==> src/rtl/distribution_store_unit_pkg.sv <==
// Shared definitions for the distribution store unit: FSM encoding, SPI opcode,
// frame geometry and the frame-assembly helper.
package distribution_store_unit_pkg;

    typedef enum logic [1:0] {
        ST_IDLE  = 2'd0,
        ST_SETUP = 2'd1,
        ST_SHIFT = 2'd2,
        ST_DONE  = 2'd3
    } ds_state_e;

    localparam int         FRAME_BITS = 288;
    localparam int         ADDR_BITS  = 24;
    localparam int         DATA_BITS  = 256;
    localparam logic [7:0] DS_OPCODE  = 8'h02;

    // Frame layout on the wire, MSB first: opcode, 24-bit address, payload.
    function automatic logic [FRAME_BITS-1:0] build_frame(
        input logic [ADDR_BITS-1:0] addr,
        input logic [DATA_BITS-1:0] data
    );
        return {DS_OPCODE, addr, data};
    endfunction

endpackage

==> src/rtl/spi_sclk_gen.sv <==
// SPI mode-0 clock divider: each SCLK phase lasts HALF_PERIOD clk cycles.
// hold_i keeps SCLK low while still timing half periods (used for CS setup).
module spi_sclk_gen #(
    parameter int unsigned HALF_PERIOD = 1
) (
    input  logic clk,
    input  logic reset,
    input  logic en_i,
    input  logic hold_i,
    output logic sclk_o,
    output logic half_tick_o,
    output logic rise_o,
    output logic fall_o
);

    localparam logic [7:0] LAST_COUNT = 8'(HALF_PERIOD - 1);

    logic [7:0] count_q, count_d;
    logic       sclk_q, sclk_d;

    // NOTE: every output of this always_comb gets a default first, so no latch is inferred.
    always_comb begin
        count_d     = count_q;
        sclk_d      = sclk_q;
        half_tick_o = en_i && (count_q == LAST_COUNT);
        rise_o      = half_tick_o && !hold_i && !sclk_q;
        fall_o      = half_tick_o && !hold_i && sclk_q;

        if (!en_i) begin
            count_d = '0;
            sclk_d  = 1'b0;
        end else if (half_tick_o) begin
            count_d = '0;
            if (!hold_i) begin
                sclk_d = ~sclk_q;
            end
        end else begin
            count_d = count_q + 8'd1;
        end
    end

    // NOTE: state registers use non-blocking assignments; combinational logic above uses blocking.
    always_ff @(posedge clk) begin
        if (reset) begin
            count_q <= '0;
            sclk_q  <= 1'b0;
        end else begin
            count_q <= count_d;
            sclk_q  <= sclk_d;
        end
    end

    assign sclk_o = sclk_q;

endmodule

==> src/rtl/distribution_store_unit.sv <==
// Serialises {opcode, address, 256-bit distribution word} onto an SPI mode-0 link
// and stalls the core clock while the frame is in flight.
module distribution_store_unit
    import distribution_store_unit_pkg::*;
#(
    parameter int unsigned HALF_PERIOD = 1
) (
    input  logic         clk,
    input  logic         reset,
    input  logic         DSCtrl,
    input  logic [31:0]  rs1,
    input  logic [255:0] DS_input,
    output logic         spi_sclk,
    output logic         spi_mosi,
    output logic         spi_cs_n,
    output logic         ds_clk_stall,
    output logic         ds_done
);

    localparam logic [8:0] LAST_BIT = 9'(FRAME_BITS - 1);

    ds_state_e             state_q, state_d;
    logic [FRAME_BITS-1:0] shreg_q, shreg_d;
    logic [8:0]            bit_cnt_q, bit_cnt_d;

    logic gen_en, gen_hold, half_tick, sclk_rise, sclk_fall;

    assign gen_en   = (state_q == ST_SETUP) || (state_q == ST_SHIFT);
    assign gen_hold = (state_q == ST_SETUP);

    spi_sclk_gen #(
        .HALF_PERIOD (HALF_PERIOD)
    ) u_sclk_gen (
        .clk         (clk),
        .reset       (reset),
        .en_i        (gen_en),
        .hold_i      (gen_hold),
        .sclk_o      (spi_sclk),
        .half_tick_o (half_tick),
        .rise_o      (sclk_rise),
        .fall_o      (sclk_fall)
    );

    // Address bits [31:24] are not part of the frame; the rise strobe is not needed here.
    logic unused_bits;
    assign unused_bits = ^{rs1[31:24], sclk_rise};

    always_comb begin
        state_d      = state_q;
        shreg_d      = shreg_q;
        bit_cnt_d    = bit_cnt_q;
        spi_cs_n     = 1'b1;
        spi_mosi     = 1'b0;
        ds_clk_stall = 1'b1;
        ds_done      = 1'b0;

        case (state_q)
            ST_IDLE: begin
                ds_clk_stall = 1'b0;
                if (DSCtrl) begin
                    shreg_d   = build_frame(rs1[ADDR_BITS-1:0], DS_input);
                    bit_cnt_d = '0;
                    state_d   = ST_SETUP;
                end
            end
            ST_SETUP: begin
                spi_cs_n = 1'b0;
                spi_mosi = shreg_q[FRAME_BITS-1];
                if (half_tick) begin
                    state_d = ST_SHIFT;
                end
            end
            ST_SHIFT: begin
                spi_cs_n = 1'b0;
                spi_mosi = shreg_q[FRAME_BITS-1];
                // Data advances on the falling edge so it is stable at the receiver's rising edge.
                if (sclk_fall) begin
                    shreg_d = {shreg_q[FRAME_BITS-2:0], 1'b0};
                    if (bit_cnt_q == LAST_BIT) begin
                        bit_cnt_d = '0;
                        state_d   = ST_DONE;
                    end else begin
                        bit_cnt_d = bit_cnt_q + 9'd1;
                    end
                end
            end
            ST_DONE: begin
                ds_done = 1'b1;
                state_d = ST_IDLE;
            end
            default: begin
                ds_clk_stall = 1'b0;
                state_d      = ST_IDLE;
            end
        endcase
    end

    always_ff @(posedge clk) begin
        if (reset) begin
            state_q   <= ST_IDLE;
            bit_cnt_q <= '0;
        end else begin
            state_q   <= state_d;
            bit_cnt_q <= bit_cnt_d;
        end
    end

    // NOTE: the frame register has no reset; it is loaded on capture and only observed in SETUP/SHIFT.
    always_ff @(posedge clk) begin
        shreg_q <= shreg_d;
    end

endmodule

==> config.mk <==
export PLATFORM = sky130hd
export DESIGN_NAME = distribution_store_unit
export DESIGN_NICKNAME = d
export VERILOG_FILES = /design/src/rtl/distribution_store_unit_pkg.sv /design/src/rtl/spi_sclk_gen.sv /design/src/rtl/distribution_store_unit.sv
export SDC_FILE = /design/constraint.sdc
export NUM_CORES = 1
export LEC_CHECK = 0
export ABC_CLOCK_PERIOD_IN_PS = 20700
export CAP_MARGIN = 20
export CORE_UTILIZATION = 51
export DETAILED_ROUTE_END_ITERATION = 16
export PLACE_DENSITY = 0.88
export SYNTH_ARGS = -nofsm -noshare
export SYNTH_HDL_FRONTEND = slang
export SYNTH_SLANG_ARGS = --single-unit
==> constraint.sdc <==
create_clock -name clk -period 20.7 [get_ports clk]
set_input_delay 3.105 -clock clk [delete_from_list [all_inputs] [get_ports clk]]
set_output_delay 3.105 -clock clk [all_outputs]
set_load 0.02 [all_outputs]
After elaboration in Yosys (flattened, before gate mapping):

Cells that the tools add are included.

* bits in latches: 0
* register bits after elaboration: 308
* bits in read-only memories: 0
* memory bits (writable): 0
* memories: 0
* word-level logic and storage cells: 48

* add/sub/neg operators: 2
* mux-type cells: 16
* bitwise gates (word level): 3
* equal/unequal tests: 8
* divide/modulo/power cells: 0
* reduce and logical (&&, ||, !) cells: 14
* multipliers: 0
* shift-type cells: 0
* order comparisons: 0

Operators with widths (count)
* $mux 288: 2
* $pmux 288 s2: 1
* $mux 9: 3
* $pmux 9 s2: 1
* $add 9x1->9 const B: 1
* $eq 9x9->1 const B: 1
* $add 8x1->8 const B: 1
* $logic_not 8->1: 1
* $mux 2: 4
* $pmux 2 s4: 1
* $ne 2x2->1 const B: 3
* $eq 2x2->1 const B: 2
* $mux 1: 4
* $reduce_and 4->1: 1
* $reduce_or 2->1: 2
* $logic_and 1x1->1: 3
* $not 1->1: 3
* $reduce_and 3->1: 1
* $reduce_or 3->1: 1
* $eq 2x1->1 const B: 1
* $logic_not 2->1: 1
* $ne 2x1->1 const B: 1
* $reduce_and 2->1: 1
* $reduce_bool 2->1: 1
* 2 further kinds: 2

Depth between registers and ports, before layout:

* depth after elaboration: 7
* depth in mapped cells: 7
* gate-level depth less buffers: 6

By module:

A second synthesis with hierarchy kept.

* cells, all modules: 737
* area, all modules: 13083.8 um^2

By module, submodules not included
* distribution_store_unit: instances 1, area an instance 12660.9 um^2, cells each 690
* spi_sclk_gen: instances 1, area an instance 422.9 um^2, cells each 47

Least setup slack after synthesis:

Ideal clock, no wire load.

* path kind: in2reg
* start: input DSCtrl
* end: register bit_cnt_q[2]
* arrival time: 15898 ps
* library setup time: 659 ps
* stages: 3
* path slack: 4143 ps
* path through: mux2i_1 nor2_1 a311oi_1

* cells in the longest elaborated chain, start to end: 2

RTL lines
* from (decl): line distribution_store_unit.sv:10 `input logic DSCtrl,`
* $ne 2x2->1 (no source line)
* $reduce_and 3->1 (no source line)
* to (signal assigned): line distribution_store_unit.sv:104 `bit_cnt_q <= bit_cnt_d;`
* to (decl): line distribution_store_unit.sv:24 `logic [8:0] bit_cnt_q, bit_cnt_d;`

No other way between the ends.
A chain may end at the register's enable or synchronous reset.

Final worst setup path:

* start: register state_q[1]
* end: output spi_mosi

* cells in the longest elaborated chain, start to end: 3

RTL lines
* from (decl): line distribution_store_unit.sv:22 `ds_state_e state_q, state_d;`
* from (signal assigned): line distribution_store_unit.sv:103 `state_q <= state_d;`
* $eq 2x2->1 or $eq 2x1->1 (tied branches): line distribution_store_unit.sv:57 `case (state_q)`
* $reduce_or 2->1 (no source line) *
* $mux 1 *: line distribution_store_unit.sv:57
* to (decl): line distribution_store_unit.sv:14 `output logic spi_mosi,`

Every way passes the cells marked *; elsewhere a longest branch is shown, timed or not.

==> results.cfg <==
[synth]
seq_area_frac_synth = 0.688
synth_area_leaders = edfxtp_1 (66%), mux2_2 (24%), dfxtp_1 (3.0%)
ys.flop_type = edfxtp_1
synthArstFlopShare = 0
syn_avg_cell_area_um2 = 17.6
synth.distinct_cells = 45
syn_area_mm2 = 0.0132
synthCells = 746
yosys-top-cells-count = edfxtp_1 (288), mux2_2 (279), clkbuf_1 (34), dfxtp_1 (20), nor2_1 (12)
synth_top_area_frac = 0.657
synth_top_cell_by_area = edfxtp_1
syn_nets = 1045
yosys_warnings = 0
synth_enable_flop_cells = 288
yosysMostFrequentCell = edfxtp_1
synth-seq-cells = 308

[timing]
max_freq_mhz = 189
tightest_slew_ns = 1.09
setup-violations-final = 0
period_share = 0.255
maxSlewHeadroom = 0.271
skew_ns = 0.00890
rsz0062_at_grt = false
slew_violations = 0
finalHoldViolations = 0
fin_crit_ns = 5.29
fin_ws_ns = 15.41
setup_tns_ns = 0

[power_and_ir_drop]
p_total_mw = 2.03
p_per_area_mw_per_mm2 = 116
p_leak_nw = 5.87
peakVddDrop_v = 0.000101

[drt]
wirelength_um = 27500
dr.first_iter.drc_count = 429
num_vias = 7405
ant_nets = 0
drt_first_pass_iters = 4
wl_per_cell_um = 19.8
drc = 0
via_per_inst = 5.33

[global_routing]
antenna_found_initial = 1
grt_pass1_wl_um = 41700
grt_max_degree = 170
grt_usage = 0.205
overflow = 0
grt_pass1_vias = 7729

[placed_design]
io_buffers = 287
gp_congestion = 0.806
hpwlAfterDp_um = 17700
dp_slack_ns = 14.47

[worst_setup_path]
crit_type = reg2out
worst-path-max-fanout = 4
required_ns = 17.59
rr_worst_depth = 7
start_kind = flip-flop
cp.arrival_ns = 2.18
cp-end-kind = primary output

[clock_network]
cts.path.max_buffers = 3
h-tree-depth = 1
path_clk_slew_ns = 0.06
cts_root_buf = clkbuf_16
cts_buffers = 31
cts_tree = yes
ctsHoldBuffers = 0
cts_sinks = 308
worstSkewPairLatency_ns = 0.55
cts_setup_buffers = 0
cts_resized = 0

[run_status]
outcome = completed

[die]
fp.dieW_um = 163
die_h_um = 163
coreArea_mm2 = 0.0253
row_count = 58
start_util = 0.521
dieArea_mm2 = 0.0264
pin_count = 296

[cells_and_area]
layout.nets = 1334
diodes = 0
syn_to_final_growth_pct = 32.7
drive_gt1_frac = 0.324

[min_path]
hp-class = reg2reg
worstHoldPathCells = 2

[flow_run]
cap_viol_max_count = 0
[sequential cells by signal (all words and copies together), names as in the netlist]
| name | count |
|---|---|
| u_sclk_gen.count_q | 8 |
| state_q | 2 |
| u_sclk_gen.sclk_o | 1 |
| shreg_q | 288 |
| bit_cnt_q | 9 |
[worst paths after layout]
check                                  start            to  slack [ns]
worst min-delay path            bit_cnt_q[8]  bit_cnt_q[8]        0.50
worst max register to register    state_q[1]  shreg_q[267]       16.93
worst min register to register  bit_cnt_q[8]  bit_cnt_q[8]        0.50
worst max-delay path              state_q[1]      spi_mosi       15.41
[final cells by class]
cell class / count / area, µm²
clock buffer: 39 / 846
sequential: 308 / 9050
inverter: 11 / 41.3
tap: 330 / 413
clock inverter: 19 / 226
multi-input combinational: 389 / 3930
fill: 1679 / 7790
timing repair buffer: 294 / 2950
[cell usage in the layout (no fill, tap or decap), types with 6 or more instances in the layout]
master	netlist	routed
nand3_1	11	11
dfxtp_1	20	20
and2_1	10	10
mux2_2	279	279
ha_1	8	7
clkbuf_16	0	31
nor2_1	12	11
edfxtp_1	288	288
inv_1	11	11
clkinv_2	0	8
clkdlybuf4s50_1	0	287
nand2_1	6	6
[logic make-up after synthesis]
logic type / Yosys count / share of synthesized area
flip-flops: 308 / 0.688
multiplexers: 281 / 0.240
adder cells (fa/ha/maj): 8 / 0.00761
XOR/XNOR: 7 / 0.00466
AO/OA/AOI/OAI: 25 / 0.0144
AND/OR/NAND/NOR: 68 / 0.0305
buffers and inverters: 49 / 0.0146
[per-stage QoR]
step / utilization / std cells / hold slack, ns / instance area (µm²)
after floorplan: - / 746 / 0.449 / 13200
after global placement: 0.648 / 1331 / 0.468 / 16400
after detailed placement: 0.648 / 1331 / 0.482 / 16400
after CTS: 0.691 / 1389 / 0.497 / 17400
after global routing: 0.691 / 1390 / 0.533 / 17500
final: 0.691 / 1390 / 0.502 / 17500
[routing by layer]
layer | vias up | wire (µm) | GRT usage
li1 | 3485 | - | -
met1 | 3584 | 10800 | 0.243
met2 | 267 | 13300 | 0.347
met3 | 67 | 2440 | 0.0667
met4 | 2 | 949 | 0.0790
met5 | - | 13 | 0
[worst max-delay path: stages, from the launching register on]
cell and delay, ns:
dfxtp_1 0.42, inv_1 0.11, ha_1 0.37, and2_1 0.14, clkdlybuf4s50_1 0.59
[where the power goes]
part           internal, mW  leakage (nW)  switching [mW]
logic                 0.179          2.44           0.191
clock network         0.351         0.531           0.234
registers              1.00          2.90          0.0716
total                  1.53          5.87           0.497
(Power assumes the default switching activity.)
